==> src/rtl/wtile_pkg.sv <==
// Shared types and width helpers for the W-tile stream writer.
package wtile_pkg;

   typedef enum logic [1:0] {
      IDLE = 2'd0,
      RUN  = 2'd1,
      DONE = 2'd2
   } wsw_state_e;

   typedef enum logic {
      ORDER_ROW = 1'b0,
      ORDER_K   = 1'b1
   } order_e;

   localparam int unsigned WSW_DATA_W = 32;

   // Reference entry layout at the default word width.
   typedef struct packed {
      logic [WSW_DATA_W-1:0]   data;
      logic [WSW_DATA_W/8-1:0] strb;
      logic                    last;
   } wsw_entry_t;

   // Index width with a floor of one bit.
   function automatic int unsigned idx_w(input int unsigned n);
      return (n <= 1) ? 1 : $clog2(n);
   endfunction

endpackage

==> src/rtl/wtile_wr_fifo.sv <==
// Registered synchronous FIFO; push on full is accepted only when a pop frees a slot.
module wtile_wr_fifo #(
   parameter int unsigned WIDTH = 8,
   parameter int unsigned DEPTH = 4
) (
   input  logic             clk,
   input  logic             rst_n,
   input  logic             push,
   input  logic [WIDTH-1:0] wdata,
   input  logic             pop,
   output logic [WIDTH-1:0] rdata,
   output logic             full,
   output logic             empty
);

   localparam int unsigned AW = $clog2(DEPTH);

   logic [AW:0]      wr_ptr_q, rd_ptr_q;
   logic [WIDTH-1:0] mem_q [DEPTH];
   logic             do_push, do_pop;

   assign empty   = (wr_ptr_q == rd_ptr_q);
   assign full    = (wr_ptr_q[AW] != rd_ptr_q[AW]) && (wr_ptr_q[AW-1:0] == rd_ptr_q[AW-1:0]);
   assign do_pop  = pop && !empty;
   assign do_push = push && (!full || do_pop);
   assign rdata   = mem_q[rd_ptr_q[AW-1:0]];

   always_ff @(posedge clk or negedge rst_n) begin
      if (!rst_n) begin
         wr_ptr_q <= '0;
         rd_ptr_q <= '0;
      end else begin
         if (do_push) wr_ptr_q <= wr_ptr_q + 1'b1;
         if (do_pop)  rd_ptr_q <= rd_ptr_q + 1'b1;
      end
   end

   always_ff @(posedge clk) begin
      if (do_push) mem_q[wr_ptr_q[AW-1:0]] <= wdata;
   end

endmodule

==> src/rtl/wtile_stream_writer.sv <==
// Drains a valid/ready word stream into the W SRAM CPU write port with tile address generation.
module wtile_stream_writer
   import wtile_pkg::*;
#(
   parameter int unsigned M          = 8,
   parameter int unsigned KMAX       = 1024,
   parameter int unsigned DATA_W     = 32,
   parameter int unsigned BYTE_W     = DATA_W / 8,
   parameter int unsigned ROW_W      = idx_w(M),
   parameter int unsigned K_W        = idx_w(KMAX),
   parameter int unsigned FIFO_DEPTH = 4
) (
   input  logic              clk,
   input  logic              rst_n,
   input  logic              cfg_start,
   input  logic [ROW_W:0]    cfg_rows,
   input  logic [K_W:0]      cfg_klen,
   input  logic              cfg_order,
   output logic              busy,
   output logic              done,
   output logic              err_cfg,
   output logic              err_last,
   input  logic              s_valid,
   output logic              s_ready,
   input  logic [DATA_W-1:0] s_data,
   input  logic [BYTE_W-1:0] s_strb,
   input  logic              s_last,
   input  logic              wr_stall,
   output logic              cpu_w_we,
   output logic [ROW_W-1:0]  cpu_w_row,
   output logic [K_W-1:0]    cpu_w_k,
   output logic [DATA_W-1:0] cpu_w_wdata,
   output logic [BYTE_W-1:0] cpu_w_wmask
);

   localparam int unsigned TOT_W = ROW_W + K_W + 2;

   typedef struct packed {
      logic [DATA_W-1:0] data;
      logic [BYTE_W-1:0] strb;
      logic              last;
   } entry_t;

   wsw_state_e        state_q, state_d;
   order_e            order_q;
   logic [ROW_W:0]    rows_q;
   logic [K_W:0]      klen_q;
   logic [TOT_W-1:0]  total_q, in_cnt_q, out_cnt_q;
   logic [ROW_W-1:0]  row_q, row_d;
   logic [K_W-1:0]    k_q, k_d;
   logic              err_cfg_q, err_last_q;
   logic              we_q;
   logic [ROW_W-1:0]  wr_row_q;
   logic [K_W-1:0]    wr_k_q;
   logic [DATA_W-1:0] wdata_q;
   logic [BYTE_W-1:0] wmask_q;

   entry_t push_entry, pop_entry;
   logic   fifo_full, fifo_empty;
   logic   push, pop, last_pop, cfg_legal;

   assign cfg_legal = (cfg_rows != '0) && (cfg_rows <= (ROW_W + 1)'(M)) &&
                      (cfg_klen != '0) && (cfg_klen <= (K_W + 1)'(KMAX));

   assign s_ready    = (state_q == RUN) && !fifo_full && (in_cnt_q < total_q);
   assign push       = s_valid && s_ready;
   assign pop        = (state_q == RUN) && !fifo_empty && !wr_stall;
   assign last_pop   = pop && (out_cnt_q == total_q - 1'b1);
   assign push_entry = '{data: s_data, strb: s_strb, last: s_last};

   wtile_wr_fifo #(
      .WIDTH ($bits(entry_t)),
      .DEPTH (FIFO_DEPTH)
   ) u_fifo (
      .clk   (clk),
      .rst_n (rst_n),
      .push  (push),
      .wdata (push_entry),
      .pop   (pop),
      .rdata (pop_entry),
      .full  (fifo_full),
      .empty (fifo_empty)
   );

   // Inner index wraps at its bound and carries into the outer one.
   always_comb begin
      row_d = row_q;
      k_d   = k_q;
      if (order_q == ORDER_ROW) begin
         if ({1'b0, k_q} == klen_q - 1'b1) begin
            k_d   = '0;
            row_d = row_q + 1'b1;
         end else begin
            k_d = k_q + 1'b1;
         end
      end else begin
         if ({1'b0, row_q} == rows_q - 1'b1) begin
            row_d = '0;
            k_d   = k_q + 1'b1;
         end else begin
            row_d = row_q + 1'b1;
         end
      end
   end

   always_comb begin
      state_d = state_q;
      unique case (state_q)
         IDLE:    if (cfg_start && cfg_legal) state_d = RUN;
         RUN:     if (last_pop) state_d = DONE;
         DONE:    state_d = IDLE;
         default: state_d = IDLE;
      endcase
   end

   always_ff @(posedge clk or negedge rst_n) begin
      if (!rst_n) begin
         state_q    <= IDLE;
         order_q    <= ORDER_ROW;
         rows_q     <= '0;
         klen_q     <= '0;
         total_q    <= '0;
         in_cnt_q   <= '0;
         out_cnt_q  <= '0;
         row_q      <= '0;
         k_q        <= '0;
         err_cfg_q  <= 1'b0;
         err_last_q <= 1'b0;
         we_q       <= 1'b0;
         wr_row_q   <= '0;
         wr_k_q     <= '0;
         wdata_q    <= '0;
         wmask_q    <= '0;
      end else begin
         state_q   <= state_d;
         err_cfg_q <= 1'b0;
         we_q      <= pop;
         if ((state_q == IDLE) && cfg_start) begin
            if (cfg_legal) begin
               rows_q     <= cfg_rows;
               klen_q     <= cfg_klen;
               order_q    <= order_e'(cfg_order);
               total_q    <= TOT_W'(cfg_rows) * TOT_W'(cfg_klen);
               in_cnt_q   <= '0;
               out_cnt_q  <= '0;
               row_q      <= '0;
               k_q        <= '0;
               err_last_q <= 1'b0;
            end else begin
               err_cfg_q <= 1'b1;
            end
         end
         if (push) in_cnt_q <= in_cnt_q + 1'b1;
         if (pop) begin
            out_cnt_q <= out_cnt_q + 1'b1;
            row_q     <= row_d;
            k_q       <= k_d;
            wr_row_q  <= row_q;
            wr_k_q    <= k_q;
            wdata_q   <= pop_entry.data;
            wmask_q   <= pop_entry.strb;
            // Count governs the tile end; a misplaced last only flags.
            if (pop_entry.last != (out_cnt_q == total_q - 1'b1)) err_last_q <= 1'b1;
         end
      end
   end

   assign busy        = (state_q == RUN);
   assign done        = (state_q == DONE);
   assign err_cfg     = err_cfg_q;
   assign err_last    = err_last_q;
   assign cpu_w_we    = we_q;
   assign cpu_w_row   = wr_row_q;
   assign cpu_w_k     = wr_k_q;
   assign cpu_w_wdata = wdata_q;
   assign cpu_w_wmask = wmask_q;

endmodule

==> config.mk <==
export PLATFORM = sky130hd
export DESIGN_NAME = wtile_stream_writer
export DESIGN_NICKNAME = d
export VERILOG_FILES = /design/src/rtl/wtile_pkg.sv /design/src/rtl/wtile_wr_fifo.sv /design/src/rtl/wtile_stream_writer.sv
export SDC_FILE = /design/constraint.sdc
export NUM_CORES = 1
export LEC_CHECK = 0
export CAP_MARGIN = 20
export CORE_UTILIZATION = 55
export DETAILED_ROUTE_END_ITERATION = 6
export PLACE_DENSITY = 0.8
export SYNTH_ARGS = -nofsm -noshare
export SYNTH_HDL_FRONTEND = slang
export SYNTH_HIERARCHICAL = 1
export SYNTH_SLANG_ARGS = --single-unit
export TNS_END_PERCENT = 20
==> constraint.sdc <==
create_clock -name clk -period 6.75 [get_ports clk]
set_input_delay 1.0125 -clock clk [delete_from_list [all_inputs] [get_ports clk]]
set_output_delay 1.0125 -clock clk [all_outputs]
set_load 0.01 [all_outputs]
Word-level counts from Yosys, hierarchy flattened
Memories as Yosys holds them, arrays and structs flattened.
Cells that the tools add are included.
Cells by class
  multiplexer cells: 27
  add/subtract/negate cells: 9
  reduce and logical (&&, ||, !) cells: 31
  magnitude comparators: 3
  equality and inequality tests: 13
  multipliers: 1
Operator list (count)
  two-way mux 10 bit: 6
  two-way mux 15 bit: 4
  adder 15 x 1 -> 15 bit (second input constant): 2
  two-way mux 3 bit: 6
  == test 15 bit: 1
  less-than comparator 15 bit: 1
  multiplier 4 x 11 -> 15 bit: 1
  subtractor 15 x 1 -> 15 bit (second input constant): 1
  logical AND 1 bit: 14
  == test 10 x 11 -> 1 bit: 1
  <= comparator 11 bit (second input constant): 1
  nonzero test 11 bit: 1
  subtractor 11 x 1 -> 11 bit (second input constant): 1
  adder 10 x 1 -> 10 bit (second input constant): 1
  adder 3 x 1 -> 3 bit (second input constant): 3
  two-way mux 1 bit: 8
  AND reduction 2 bit: 4
  nonzero test 2 bit: 4
  inequality test 3 x 2 -> 1 bit (second input constant): 2
  AND reduction 3 bit: 2
  == test 3 x 4 -> 1 bit: 1
  <= comparator 4 bit (second input constant): 1
  two-way mux 2 bit: 2
  one-hot mux 2 bit (2 select lines): 1
  12 further kinds: 15
Word-level totals
  logic and storage cells: 103
  bits in writable memories: 148
  output and inout bits: 55
  input port bits: 58
  memories: 1
  flip-flop bits (word level): 134
Memory list
  u_fifo.mem_q: words 4, bits a word 37, rd ports 1, clocked after memory_dff 0, write ports 1, RTL line wtile_wr_fifo.sv:19  | logic [WIDTH-1:0] mem_q [DEPTH];

Depth between registers and ports, before layout
  depth in word-level cells: 9
  gate-level depth with buffers: 14
  gate-level depth less buffers: 13

Modules after synthesis
Netlist, hierarchy kept.
By module, submodules not included
  wtile_stream_writer: area an instance 8095.3 µm², times used 1, sequential area each 3203.1 µm², cells an instance 953
  wtile_wr_fifo: area an instance 5768.0 µm², times used 1, sequential area each 4594.4 µm², cells an instance 240

Worst setup path before layout
Ideal clock, no wire load.
  kind: input port to flip-flop
  from: input port cfg_rows[3]
  to: register total_q[14]
  required time: 6.604 ns
  setup time: 0.146 ns
  arrival time: 4.089 ns
  setup slack: 2.515 ns
  stages on the path: 14
  buffers on the path: 1
  path through: clkbuf_1 and2_1 fa_1 inv_1 fa_1 inv_1 ha_1 nor2b_1 o31ai_1 a21oi_1 a221oi_1 o21bai_1 mux2_2 o311ai_0
Between the ends
  longest elaborated chain between the ends: 5
  elaborated cells between the ends (all ways): 7
  those cells by class: 1 x mul; 1 x order compare; 5 x reduce/logical
RTL lines
  start: declaration: RTL line wtile_stream_writer.sv:16  | input logic [ROW_W:0] cfg_rows,
  branches (longest 5 deep; another with multiplier 4 x 11 -> 15 bit)
  end signal: assignment: RTL line wtile_stream_writer.sv:143  | total_q <= TOT_W'(cfg_rows) * TOT_W'(cfg_klen);
  end: declaration: RTL line wtile_stream_writer.sv:48  | logic [TOT_W-1:0] total_q, in_cnt_q, out_cnt_q;
Parallel ways; which one is timed is not known.
A chain may end at the register's enable or synchronous reset.

Worst setup path in the final report
  from: register u_fifo.rd_ptr_q[1]
  to: memory u_fifo/mem_q[1][32] (netlist bit) (enable)
Between the ends
  longest elaborated chain between the ends: 9
  elaborated cells between the ends (all ways): 15
  those cells by class: 2 x eq/ne; 2 x mux; 11 x reduce/logical
RTL lines
  start: declaration: RTL line wtile_wr_fifo.sv:18  | logic [AW:0] wr_ptr_q, rd_ptr_q;
  start signal: assignment: RTL line wtile_wr_fifo.sv:34  | if (do_pop) rd_ptr_q <= rd_ptr_q + 1'b1;
  == test 2 bit *: RTL line wtile_wr_fifo.sv:23  | assign full = (wr_ptr_q[AW] != rd_ptr_q[AW]) && (wr_ptr_q[AW-1:0] == rd_ptr_q[AW-1:0]);
  logical AND 1 bit *: RTL line wtile_wr_fifo.sv:23
  via fifo_full: RTL line wtile_stream_writer.sv:59  | logic fifo_full, fifo_empty;
  zero test 1 bit *: RTL line wtile_wr_fifo.sv:25, wtile_stream_writer.sv:65
  logical AND 1 bit (2 in a row): RTL line wtile_stream_writer.sv:65  | assign s_ready = (state_q == RUN) && !fifo_full && (in_cnt_q < total_q);
  logical AND 1 bit: RTL line wtile_stream_writer.sv:66  | assign push = s_valid && s_ready;
  logical AND 1 bit *: RTL line wtile_wr_fifo.sv:25  | assign do_push = push && (!full || do_pop);
  two-way mux 1 bit *: RTL line wtile_wr_fifo.sv:39  | if (do_push) mem_q[wr_ptr_q[AW-1:0]] <= wdata;
  two-way mux 1 bit (not written as such) *: RTL line wtile_wr_fifo.sv:39
  end: declaration: RTL line wtile_wr_fifo.sv:19
Mark *: on every way through the listed nets, which the timed path passes. The rest lies on a longest branch.

==> impl_metrics.tcl <==
set metrics [dict create \
    slew_headroom_pct 30.9 \
    root_buffer "clkbuf_16" \
    nets 1417 \
    synth_area_um2 13900 \
    design_area_um2 16300 \
    async_flop_share_pct 47.5 \
    wl_per_cell_um 18.3 \
    drive_gt1_share_pct 9.63 \
    grt_max_degree 89 \
    max_cap_viol_count 0 \
    arrival_ns 4.79 \
    start_util_pct 56.5 \
    syn_avg_cell_area_um2 11.6 \
    fin_skew_ns 0.00932 \
    combPwrFrac_pct 35.7 \
    ys.warnings.count 6 \
    final_cell_mix "nand2_1, edfxtp_1, dfrtp_1" \
    dpl_cell_area_um2 15300 \
    rr_endpoint "u_fifo/mem_q[1][32]" \
    die_w_um 161 \
    yosys-top-cells-area "edfxtp_1, dfrtp_1, nand2_1, mux4_2, ha_1" \
    power_density_nw_per_um2 410 \
    tns_ns 0 \
    rsz0062_at_grt "false" \
    power_mw 6.67 \
    synthToLayoutAreaGrowth_pct 17.3 \
    io_buffer_count 112 \
    fin_util_pct 66.3 \
    ys_ff_latch 282 \
    clock_path_buffers 3 \
    reg2regPathDepth 7 \
    ant_nets 0 \
    regToRegSetupSlack_ns 2.12 \
    cts_tree "yes" \
    dieArea_um2 25800 \
    max_freq_ghz 0.216 \
    synth_top_area_share_pct 32.1 \
    status "completed" \
    numPlacedInstances 1589 \
    yosysSeqAreaShare_pct 56.2 \
    layout_commonest_cell "nand2_1" \
    core_um2 24500 \
    n_antenna_cell 0 \
    synth_cells 1193 \
    period_needed_ns 4.63 \
    cts_made_buffers 29 \
    p_leak_nw 6.69 \
    p_switching_mw 2.34 \
    vias 9478 \
    path_clk_slew_ns 0.06 \
    cp.required_ns 6.91 \
    whs_endpoint "cpu_w_wdata[29]" \
    io_pins 113 \
    tightest_slew_ns 1.04 \
    die_h_um 161 \
    firstDrtPassIters 5 \
    power_frac_clock_pct 24.8 \
    fin_crit_sh_pct 68.5 \
    switching_share_pct 35.1 \
    dpl.hpwl_um 19400 \
    endpoint_kind "register" \
    hold_start "cpu_w_wdata[29]" \
    seqPwrFrac_pct 39.6 \
    insertion_delay_ns 0.55 \
    wirelength_um 30100 \
    worstSetupStartpointType "register" \
    slew_viol_final 0 \
    htreeDepth 1 \
    timing.rr.start "u_fifo/rd_ptr_q[1]" \
    p_int_mw 4.33 \
    vias_per_cell 5.77 \
    crit_type "register to register" \
    cts-resized-gates 0 \
    fillerInstances 1819 \
    place.gp.congestion 0.877 \
    vdd_drop_max_mv 0.306 \
    clock_sinks 282 \
    drt-initial-drc-count 634 \
    grt_usage_pct 24.3 \
    antenna_found_initial 1 \
    grt_overflow 0 \
    hold_path_class "register to register" \
    synth_ff_type "edfxtp_1" \
    grt_pass1_vias 9740 \
    syn_nets 1314 \
    worstPathMaxFanout 40 \
    synth_largest_area_cell "edfxtp_1" \
    hold_path_depth 2 \
    post_layout_nonfiller_instances 1643 \
    ctsHoldBuffers 0 \
    synth_edf_count 148 \
    drc 0 \
    hold_viol 0 \
    setup_viol 0 \
    yosys.cell_types.count 74 \
    rows 57 \
    cts_setup_buffers 0 \
    grt_pass1_wl_um 50000 \
]
[flip-flops by register name, indices dropped and copies added (netlist names), 4 cells and up]
register	flops
u_fifo/mem_q	148
klen_q	11
k_q	10
total_q	15
cpu_w_wmask	4
rows_q	4
cpu_w_wdata	32
cpu_w_k	10
in_cnt_q	15
out_cnt_q	15
[how the worst max path moves through the flow]
stage | slack [ns] | to | cells after the start | start
after CTS | 2.16 | u_fifo/mem_q[1][2] | 7 | u_fifo/rd_ptr_q[1]
final | 2.12 | u_fifo/mem_q[1][32] | 7 | u_fifo/rd_ptr_q[1]
after global placement | 1.76 | total_q[14] | 14 | cfg_rows[3]
after detailed placement | 1.76 | total_q[14] | 14 | cfg_rows[3]
after global routing | 1.88 | u_fifo/mem_q[0][3] | 7 | u_fifo/rd_ptr_q[1]
after floorplan | 2.51 | total_q[14] | 14 | cfg_rows[3]
[power groups by stage]
| stage | logic [mW] | registers, mW | clock network (mW) |
|---|---|---|---|
| 2_1_floorplan | 1.60 | 2.61 | 0 |
| 3_3_place_gp | 2.31 | 2.63 | 0 |
| 3_5_place_dp | 2.38 | 2.65 | 0 |
| 4_1_cts | 2.40 | 2.63 | 1.68 |
| 5_1_grt | 2.66 | 2.69 | 1.74 |
| 6_report | 2.38 | 2.64 | 1.65 |
[kinds of logic after synthesis]
| group | share of synthesized area (%) |
|---|---|
| adder cells (fa/ha/maj) | 6.66 |
| buffers and inverters | 3.31 |
| XOR/XNOR | 2.84 |
| flip-flops | 56.2 |
| AND/OR/NAND/NOR | 16.0 |
| multiplexers | 6.57 |
| AO/OA/AOI/OAI | 8.34 |
[metrics by stage]
| stage | hold slack, ns | worst slack [ns] |
|---|---|---|
| after detailed placement | 0.461 | 1.76 |
| final | 0.475 | 2.12 |
| after global routing | 0.504 | 1.88 |
| after CTS | 0.479 | 2.16 |
| after floorplan | 0.461 | 2.51 |
| after global placement | 0.456 | 1.76 |
[synthesized netlist by cell type, types with 21 or more instances]
cell type  count
inv_1         71
nand2_1      244
a21oi_1       21
clkbuf_1      34
ha_1          45
o21ai_0       75
nand3_1       28
mux4_2        37
edfxtp_1     148
and2_1        37
nor2_1        33
xnor2_1       30
dfrtp_1      134
[critical path: stages (launching register included)]
cell	delay, ns
dfrtp_2	0.35
buf_4	0.48
xor2_1	0.67
nor3_1	0.18
or4_1	0.62
or2_2	0.44
inv_1	0.45
and3_2	0.98
[cell type report]
cell class | instances | area (um^2) | share of cell area, %
flip-flops and latches | 282 | 7800 | 48.0
multi-input cells | 792 | 5620 | 34.5
repair buffers | 120 | 1180 | 7.27
clock buffers | 35 | 778 | 4.78
well taps | 324 | 405 | 2.49
inverters | 71 | 267 | 1.64
clock inverters | 19 | 218 | 1.34
[routing by layer]
layer / share of wire, % / up-vias / track usage, %
li1: - / 4460 / -
met1: 42 / 4710 / 32.0
met2: 50 / 265 / 41.9
met3: 6.1 / 41 / 4.73
met4: 1.5 / 2 / 5.70
met5: 0.047 / - / 0
No activity file was read; power rests on OpenSTA's default activity.
